$ cat config.mk
export PLATFORM = sky130hd
export DESIGN_NAME = phy_pattern_gen
export DESIGN_NICKNAME = d
export VERILOG_FILES = /design/src/rtl/phy_pattern_gen.sv
export SDC_FILE = /design/constraint.sdc
export NUM_CORES = 1
export LEC_CHECK = 0
export CAP_MARGIN = 0
export CORE_MARGIN = 10
export CORE_UTILIZATION = 55
export DETAILED_ROUTE_END_ITERATION = 10
export GPL_TIMING_DRIVEN = 0
export PLACE_DENSITY = 0.84
export SLEW_MARGIN = 20
export SYNTH_ARGS = -nofsm -noshare
export SYNTH_HDL_FRONTEND = slang
export SYNTH_SLANG_ARGS = --single-unit
$ cat constraint.sdc
create_clock -name clk_f -period 3.3 [get_ports clk_f]
set_input_delay 0.66 -clock clk_f [delete_from_list [all_inputs] [get_ports clk_f]]
set_output_delay 0.66 -clock clk_f [all_outputs]
set_load 0.1 [all_outputs]
$ cat src/rtl/phy_pattern_gen.sv
// Programmable burst/gap pattern source for the PHY TX path.
// Counter, replicated-nibble, Galois LFSR and constant patterns with ready back-pressure.
module phy_pattern_gen #(
  parameter int              WIDTH = 32,
  parameter int              CNT_W = 8,
  parameter logic [WIDTH-1:0] TAPS = 32'h80200003
) (
  input  logic             clk_f,
  input  logic             reset,
  input  logic             start,
  input  logic [1:0]       mode,
  input  logic [CNT_W-1:0] burst_len,
  input  logic [CNT_W-1:0] gap_len,
  input  logic [CNT_W-1:0] num_bursts,
  input  logic [WIDTH-1:0] seed,
  input  logic             ready,
  output logic [WIDTH-1:0] data_out,
  output logic             valid_out,
  output logic             busy,
  output logic             done
);

  typedef enum logic [1:0] {
    S_IDLE,
    S_BURST,
    S_GAP
  } state_t;

  localparam logic [1:0] M_CNT  = 2'd0;
  localparam logic [1:0] M_NIB  = 2'd1;
  localparam logic [1:0] M_LFSR = 2'd2;
  localparam logic [CNT_W-1:0] ONE = 1;

  state_t           r_state;
  state_t           w_state_nxt;
  logic [1:0]       r_mode;
  logic [CNT_W-1:0] r_burst_len;
  logic [CNT_W-1:0] r_gap_len;
  logic [CNT_W-1:0] r_num_bursts;
  logic [CNT_W-1:0] r_word_cnt;
  logic [CNT_W-1:0] r_gap_cnt;
  logic [CNT_W-1:0] r_burst_cnt;
  logic [WIDTH-1:0] r_data;
  logic             r_valid;
  logic             r_busy;
  logic             r_done;

  logic [CNT_W-1:0] w_word_nxt;
  logic [CNT_W-1:0] w_gap_nxt;
  logic [CNT_W-1:0] w_bcnt_nxt;
  logic [WIDTH-1:0] w_data_nxt;
  logic             w_valid_nxt;
  logic             w_busy_nxt;
  logic             w_done_nxt;
  logic             w_cfg_ld;
  logic             w_xfer;
  logic             w_last_word;
  logic             w_last_burst;

  function automatic logic [WIDTH-1:0] f_first(
    input logic [1:0]       m,
    input logic [WIDTH-1:0] s
  );
    case (m)
      M_CNT:   f_first = s;
      M_NIB:   f_first = '1;
      M_LFSR:  f_first = (s == '0) ? '1 : s;
      default: f_first = s;
    endcase
  endfunction

  function automatic logic [WIDTH-1:0] f_next(
    input logic [1:0]       m,
    input logic [WIDTH-1:0] cur
  );
    logic [3:0] nib;
    nib = cur[3:0] - 4'd1;
    case (m)
      M_CNT:   f_next = cur + 1'b1;
      M_NIB:   f_next = {(WIDTH/4){nib}};
      M_LFSR:  f_next = cur[0] ? ((cur >> 1) ^ TAPS) : (cur >> 1);
      default: f_next = cur;
    endcase
  endfunction

  assign w_xfer       = r_valid & ready;
  assign w_last_word  = (r_word_cnt == r_burst_len - ONE);
  assign w_last_burst = (r_burst_cnt == r_num_bursts - ONE);

  always_comb begin
    w_state_nxt = r_state;
    w_data_nxt  = r_data;
    w_valid_nxt = r_valid;
    w_busy_nxt  = r_busy;
    w_done_nxt  = 1'b0;
    w_word_nxt  = r_word_cnt;
    w_gap_nxt   = r_gap_cnt;
    w_bcnt_nxt  = r_burst_cnt;
    w_cfg_ld    = 1'b0;
    case (r_state)
      S_IDLE: begin
        if (start) begin
          w_cfg_ld   = 1'b1;
          w_word_nxt = '0;
          w_gap_nxt  = '0;
          w_bcnt_nxt = '0;
          if (burst_len == '0 || num_bursts == '0) begin
            w_done_nxt = 1'b1;
          end else begin
            w_state_nxt = S_BURST;
            w_data_nxt  = f_first(mode, seed);
            w_valid_nxt = 1'b1;
            w_busy_nxt  = 1'b1;
          end
        end
      end
      S_BURST: begin
        if (w_xfer) begin
          w_data_nxt = f_next(r_mode, r_data);
          if (w_last_word) begin
            w_word_nxt = '0;
            if (w_last_burst) begin
              w_state_nxt = S_IDLE;
              w_valid_nxt = 1'b0;
              w_busy_nxt  = 1'b0;
              w_done_nxt  = 1'b1;
            end else begin
              w_bcnt_nxt = r_burst_cnt + ONE;
              // zero gap keeps valid high for back-to-back bursts
              if (r_gap_len != '0) begin
                w_state_nxt = S_GAP;
                w_valid_nxt = 1'b0;
                w_gap_nxt   = ONE;
              end
            end
          end else begin
            w_word_nxt = r_word_cnt + ONE;
          end
        end
      end
      S_GAP: begin
        if (r_gap_cnt == r_gap_len) begin
          w_state_nxt = S_BURST;
          w_valid_nxt = 1'b1;
        end else begin
          w_gap_nxt = r_gap_cnt + ONE;
        end
      end
      default: begin
        w_state_nxt = S_IDLE;
        w_valid_nxt = 1'b0;
        w_busy_nxt  = 1'b0;
      end
    endcase
  end

  always_ff @(posedge clk_f or posedge reset) begin
    if (reset) begin
      r_state <= S_IDLE;
    end else begin
      r_state <= w_state_nxt;
    end
  end

  always_ff @(posedge clk_f or posedge reset) begin
    if (reset) begin
      r_data      <= '0;
      r_valid     <= 1'b0;
      r_busy      <= 1'b0;
      r_done      <= 1'b0;
      r_word_cnt  <= '0;
      r_gap_cnt   <= '0;
      r_burst_cnt <= '0;
    end else begin
      r_data      <= w_data_nxt;
      r_valid     <= w_valid_nxt;
      r_busy      <= w_busy_nxt;
      r_done      <= w_done_nxt;
      r_word_cnt  <= w_word_nxt;
      r_gap_cnt   <= w_gap_nxt;
      r_burst_cnt <= w_bcnt_nxt;
    end
  end

  always_ff @(posedge clk_f or posedge reset) begin
    if (reset) begin
      r_mode       <= '0;
      r_burst_len  <= '0;
      r_gap_len    <= '0;
      r_num_bursts <= '0;
    end else if (w_cfg_ld) begin
      r_mode       <= mode;
      r_burst_len  <= burst_len;
      r_gap_len    <= gap_len;
      r_num_bursts <= num_bursts;
    end
  end

  assign data_out  = r_data;
  assign valid_out = r_valid;
  assign busy      = r_busy;
  assign done      = r_done;

endmodule

==> results of run 1 <==
-- through the flow --
| stage | area (sq um) | setup TNS (ns) |
|---|---|---|
| 4_1_cts | 7460 | 0 |
| 3_3_place_gp | 7230 | -90.50 |
| 3_5_place_dp | 7260 | -2.65 |
| 6_report | 7480 | 0 |
| 5_1_grt | 7480 | 0 |
| 2_1_floorplan | 6090 | 0 |
-- critical path, delay by kind of cell --
family / cells / cell delay, ns
AND/OR/NAND/NOR: 3 / 1.20
buffers and inverters: 2 / 0.92
AO/OA/AOI/OAI: 4 / 0.57
-- state kept, by name, summed over array words and instances, names as in the netlist, 2 cells and up --
| register | cells |
|---|---|
| data_out | 32 |
| r_burst_cnt | 8 |
| r_burst_len | 8 |
| r_gap_cnt | 8 |
| r_gap_len | 8 |
| r_mode | 2 |
| r_num_bursts | 8 |
| r_state | 2 |
| r_word_cnt | 8 |
-- metal layers --
layer | GRT usage, % | routed length (um) | share of wire (%) | vias up
li1 | - | - | - | 2870
met1 | 33.2 | 8500 | 42 | 3108
met2 | 39.7 | 9570 | 47 | 350
met3 | 4.48 | 1720 | 8.5 | 36
met4 | 9.01 | 404 | 2.0 | 0
met5 | 0 | 0 | 0 | -
-- kinds of logic after synthesis --
group,after synthesis
muxes,26
xor gates and xnor gates,48
DFF,87
AOI/OAI and AO/OA,240
adders and majority gates,17
and+or+nand+nor,230
buffers and inverters,69
-- synthesized netlist by cell type, types with 3 or more instances --
master     instances
a211oi_1           5
o211ai_1           4
o31ai_1            3
xor2_1            21
ha_1              17
a21oi_1           49
and4_1             4
a31oi_1           22
a2bb2oi_1          5
o21ai_1            9
nor3_1            13
o22ai_1            4
a311oi_1           3
and3_1            10
nor4_1            13
mux2_2            25
o21a_1             6
nand4_1           14
and2_1             9
nand2b_1           4
nand3b_1           3
a22oi_1            3
a211o_1            9
nor2_1            53
o2bb2ai_1          3
clkbuf_1          39
a21o_1             5
o21ai_0           74
or3_1              3
nand3_1           32
xnor2_1           27
a221oi_1           3
or4_1              5
nand2_1           54
dfrtp_1           87
inv_1             26
-- path summary, 6_finish.rpt --
check	cells after the start	to	slack, ns
worst max-delay path	9	data_out[14]$_DFFE_PP0P_	0.20
worst min-delay path	2	r_mode[1]$_DFFE_PP0P_	0.53
worst max register to register	9	data_out[22]$_DFFE_PP0P_	0.21
worst min register to register	2	r_mode[1]$_DFFE_PP0P_	0.53
max in group asynchronous	3	data_out[3]$_DFFE_PP0P_	2.01
min in group asynchronous	2	data_out[26]$_DFFE_PP0P_	0.67
-- cell type report --
| class | instances | area [sq um] | share of cell area (%) |
|---|---|---|---|
| timing repair buffer | 99 | 1000 | 13.4 |
| clock inverter | 5 | 40.0 | 0.535 |
| inverter | 27 | 104 | 1.39 |
| tap | 140 | 175 | 2.34 |
| clock buffer | 11 | 151 | 2.02 |
| sequential | 87 | 2180 | 29.1 |
| multi-input combinational | 561 | 3670 | 49.1 |
| buffer | 40 | 156 | 2.09 |
-- timing repair --
action                     in CTS  in global routing
setup buffers                   0                  2
resized for setup               1                 10
pin swaps                       0                  2
setup endpoints to repair       3                 24
==> flow_summary.yaml, run 1 <==
timing:
  rsz0062_at_grt: "no"
  period_needed_ns: 3.10
  fmax_mhz: 322
  whs_ns: 0.529
  tightest_slew_ns: 0.989
  setup_ws_ns: 0.196
  slew_headroom_pct: 33.9
  period_share_pct: 94.1
  setup_viol: 0
  maxSlewViolCount: 0
  hold_violations: 0
  clock_skew_ns: 0.0126
synth:
  synth-edff-count: 0
  ys.warnings.count: 0
  synth_seq_cells: 87
  synth_largest_area_cell: "dfrtp_1"
  syn-instance-count: 717
  synth_xor_xnor_area_share_pct: 6.90
  ys_types: 74
  synth_top_family_by_area: "compound AO/OA/AOI/OAI gates"
  synth_nets: 796
  synth_compound_area_share_pct: 25.2
  syn_avg_cell_area_sq_um: 8.49
  netlist_area_sq_mm: 0.00609
  synthFlopType: "dfrtp_1"
  synth_top_area_share_pct: 35.7
  synth_fa_ha_area_share_pct: 3.49
  yosys.area_share.simple_pct: 19.6
  synthTopCellsByArea: "dfrtp_1, o21ai_0, mux2_2"
  ys_seq_area_share_pct: 35.7
  ys_async_sr_fraction_pct: 100
  synth.area.mux_share_pct: 4.79
route:
  vias: 6364
  drtIter0Drc: 843
  drc_errors: 0
  first_pass_iters: 6
  finalWirelength_mm: 20.2
  vias_per_cell: 6.56
  antenna_left: 0
  routedWlPerCell_um: 20.8
clocking:
  cts_tree: "built"
  clock_latency_ns: 0.39
  clk_pin_slew_ns: 0.10
  clkSinkCount: 87
  cts_buffer_depth: 2
  cts_hold_buf: 0
  cts-buffers-inserted: 9
  ctsHtreeMaxLevel: 3
  clock-root-buffer: "clkbuf_8"
hold_path:
  hold_class: "register to register"
  min-delay-start: "r_mode[1]$_DFFE_PP0P_"
floorplanning:
  core_area_sq_mm: 0.0108
  num_rows: 38
  die_y_um: 125
  dieArea_sq_mm: 0.0157
  initial_utilization_pct: 56.2
  die_w_um: 125
  ios: 97
final_layout:
  final_cells: 970
  final_cell_mix: "clkdlybuf4s50_1, dfrtp_1, o21ai_0"
  drive_above_1_share_pct: 8.43
  nFillCells: 883
  nets: 904
  antenna_cells: 0
  synthToLayoutAreaGrowth_pct: 22.8
  final_common_cell: "clkdlybuf4s50_1"
  fin_util_pct: 69.0
global_routing:
  grt_pass1_vias: 6178
  grt_overflow_total: 0
  grt_pass1_wl_mm: 32.6
  antenna_found_initial: 0
  grt_use_total_pct: 25.0
  grt_max_degree: 47
setup_path:
  r2r_start: "r_state[0]$_DFFE_PP0P_"
  crit_path_start: "num_bursts[2]"
  crit_slowest_cell: "or4_1"
  cp-start-kind: "input pin"
  crit_chain: "clkdlybuf4s50_1 -> or4_1 -> nor2_1 -> o21ai_0 -> nand3_1 -> clkbuf_1 -> a21oi_1 -> o22ai_1 -> a21oi_1"
  endpoint_kind: "register"
  crit_path_max_incr_delay_ns: 0.53
  critPathRequiredTime_ns: 3.57
  timing_worst_setup_path_type: "input pin to register"
  arrival_ns: 3.37
  critPathMostFrequentCell: "a21oi_1"
  critPathMaxFanout: 10
placement:
  dp_worst_setup_slack_ns: -0.235
  io_buffers: 96
  hpwl_mm: 15.0
  dp_cells: 954
  place_congestion: 0.972
status:
  status: "finished clean"
run:
  maxCapViolCount: 0
Power of run 1 is not shown: default switching activity piles up to over one toggle a cycle in this logic, so the estimate is an artifact.
==> run 2, diff against run 1 <==
--- a/config.mk
+++ b/config.mk
@@ -8,6 +8,7 @@
 export CAP_MARGIN = 0
 export CORE_MARGIN = 10
 export CORE_UTILIZATION = 55
+export CTS_BUF_LIST = sky130_fd_sc_hd__clkbuf_16
 export DETAILED_ROUTE_END_ITERATION = 10
 export GPL_TIMING_DRIVEN = 0
 export PLACE_DENSITY = 0.84
==> flow_summary.yaml, run 2 (same netlist as run 1, synthesis figures left out) <==
setup_path:
  critPathMostFrequentCell: "a21oi_1"
  endpoint_kind: "register"
  arrival_ns: 3.40
  critPathRequiredTime_ns: 3.53
  crit_chain: "clkdlybuf4s50_1 -> or4_1 -> nor2_1 -> o21ai_0 -> nand3_1 -> clkbuf_1 -> a21oi_1 -> o22ai_1 -> a21oi_1"
  cp-start-kind: "input pin"
  crit_slowest_cell: "or4_1"
  critPathMaxFanout: 10
  crit_path_max_incr_delay_ns: 0.54
  timing_worst_setup_path_type: "input pin to register"
clocking:
  clock_latency_ns: 0.35
  clk_pin_slew_ns: 0.07
  cts-buffers-inserted: 9
  cts_hold_buf: 0
  cts_tree: "built"
  clkSinkCount: 87
  clock-root-buffer: "clkbuf_16"
  ctsHtreeMaxLevel: 3
  cts_buffer_depth: 2
timing:
  rsz0062_at_grt: "no"
  fmax_mhz: 315
  hold_violations: 0
  tightest_slew_ns: 0.993
  period_share_pct: 96.3
  maxSlewViolCount: 0
  slew_headroom_pct: 33.4
  clock_skew_ns: 0.00823
  setup_viol: 0
  period_needed_ns: 3.18
final_layout:
  final_cell_mix: "clkdlybuf4s50_1, dfrtp_1, o21ai_0"
  antenna_cells: 0
  final_cells: 970
  final_common_cell: "clkdlybuf4s50_1"
  nFillCells: 881
  nets: 904
  largest_reg_flops: 32
  regArea_sq_mm: 0.00218
  drive_above_1_share_pct: 8.19
  multi_input_area_sq_mm: 0.00367
  synthToLayoutAreaGrowth_pct: 24.2
placement:
  dp_cells: 954
  hpwl_mm: 15.0
  io_buffers: 96
  place_congestion: 0.972
hold_path:
  hold_class: "register to register"
global_routing:
  grt_pass1_wl_mm: 32.7
  grt_overflow_total: 0
  antenna_found_initial: 0
  grt_pass1_vias: 6190
  grt_max_degree: 47
  grt_use_total_pct: 25.0
floorplanning:
  die_y_um: 125
  ios: 97
  num_rows: 38
  core_area_sq_mm: 0.0108
  die_w_um: 125
  initial_utilization_pct: 56.2
  dieArea_sq_mm: 0.0157
route:
  drtIter0Drc: 811
  routedWlPerCell_um: 21.0
  finalWirelength_mm: 20.3
  vias_per_cell: 6.56
  first_pass_iters: 6
  vias: 6362
  antenna_left: 0
  drc_errors: 0
status:
  status: "finished clean"
run:
  maxCapViolCount: 0
==> run 2: changes by cell type in the layout (fill, tap and decap cells not counted), sizes merged <==
cell	delta
clkbuf	-2
clkinv	+2
==> run 2: path summary, 6_finish.rpt <==
check | start | endpoint | slack, ns | cells past startpoint
worst max-delay path | num_bursts[2] | data_out[14]$_DFFE_PP0P_ | 0.12 | 9
max in group asynchronous | reset | data_out[3]$_DFFE_PP0P_ | 1.97 | 3
worst min-delay path | r_gap_cnt[7]$_DFFE_PP0P_ | r_gap_cnt[7]$_DFFE_PP0P_ | 0.52 | 1
min in group asynchronous | reset | data_out[26]$_DFFE_PP0P_ | 0.71 | 2
worst max register to register | r_state[0]$_DFFE_PP0P_ | data_out[14]$_DFFE_PP0P_ | 0.22 | 11
worst min register to register | r_gap_cnt[7]$_DFFE_PP0P_ | r_gap_cnt[7]$_DFFE_PP0P_ | 0.52 | 1
==> run 2: layer usage <==
metal  routed length (um)  track usage, %
met1                 8350            33.2
met2                 9590            39.6
met3                 1970            4.48
met4                  425            9.35
met5                    0               0
==> run 2: final cells by class <==
cell class | instances | share of cell area, %
buffer | 40 | 2.07
clock inverter | 7 | 0.629
sequential | 87 | 28.8
tap | 140 | 2.32
inverter | 27 | 1.37
timing repair buffer | 99 | 13.3
clock buffer | 9 | 2.98
multi-input combinational | 561 | 48.6
==> run 2: worst max-delay path: cells and delay by family <==
kind | cells | cell delay, ns
compound gates | 4 | 0.58
simple gates | 3 | 1.24
buf+inv | 2 | 0.92
==> run 2: through the flow <==
step / setup WS [ns] / TNS (ns) / cell area (sq um) / hold WS [ns] / utilization, %
2_1_floorplan: 0.390 / 0 / 6090 / 0.474 / -
3_3_place_gp: -1.02 / -90.50 / 7230 / 0.498 / 66.7
3_5_place_dp: -0.235 / -2.65 / 7260 / 0.509 / 66.9
4_1_cts: 0.0236 / 0 / 7540 / 0.517 / 69.5
5_1_grt: 0.00278 / 0 / 7560 / 0.540 / 69.8
6_report: 0.124 / 0 / 7560 / 0.521 / 69.8
==> run 2: what timing repair did <==
action / 4_1_cts / 5_1_grt
buffers inserted: 0 / 2
pin swaps: 0 / 2
resized for setup: 1 / 10
setup endpoints to repair: 3 / 23
Power of run 2 is left out for the same reason.
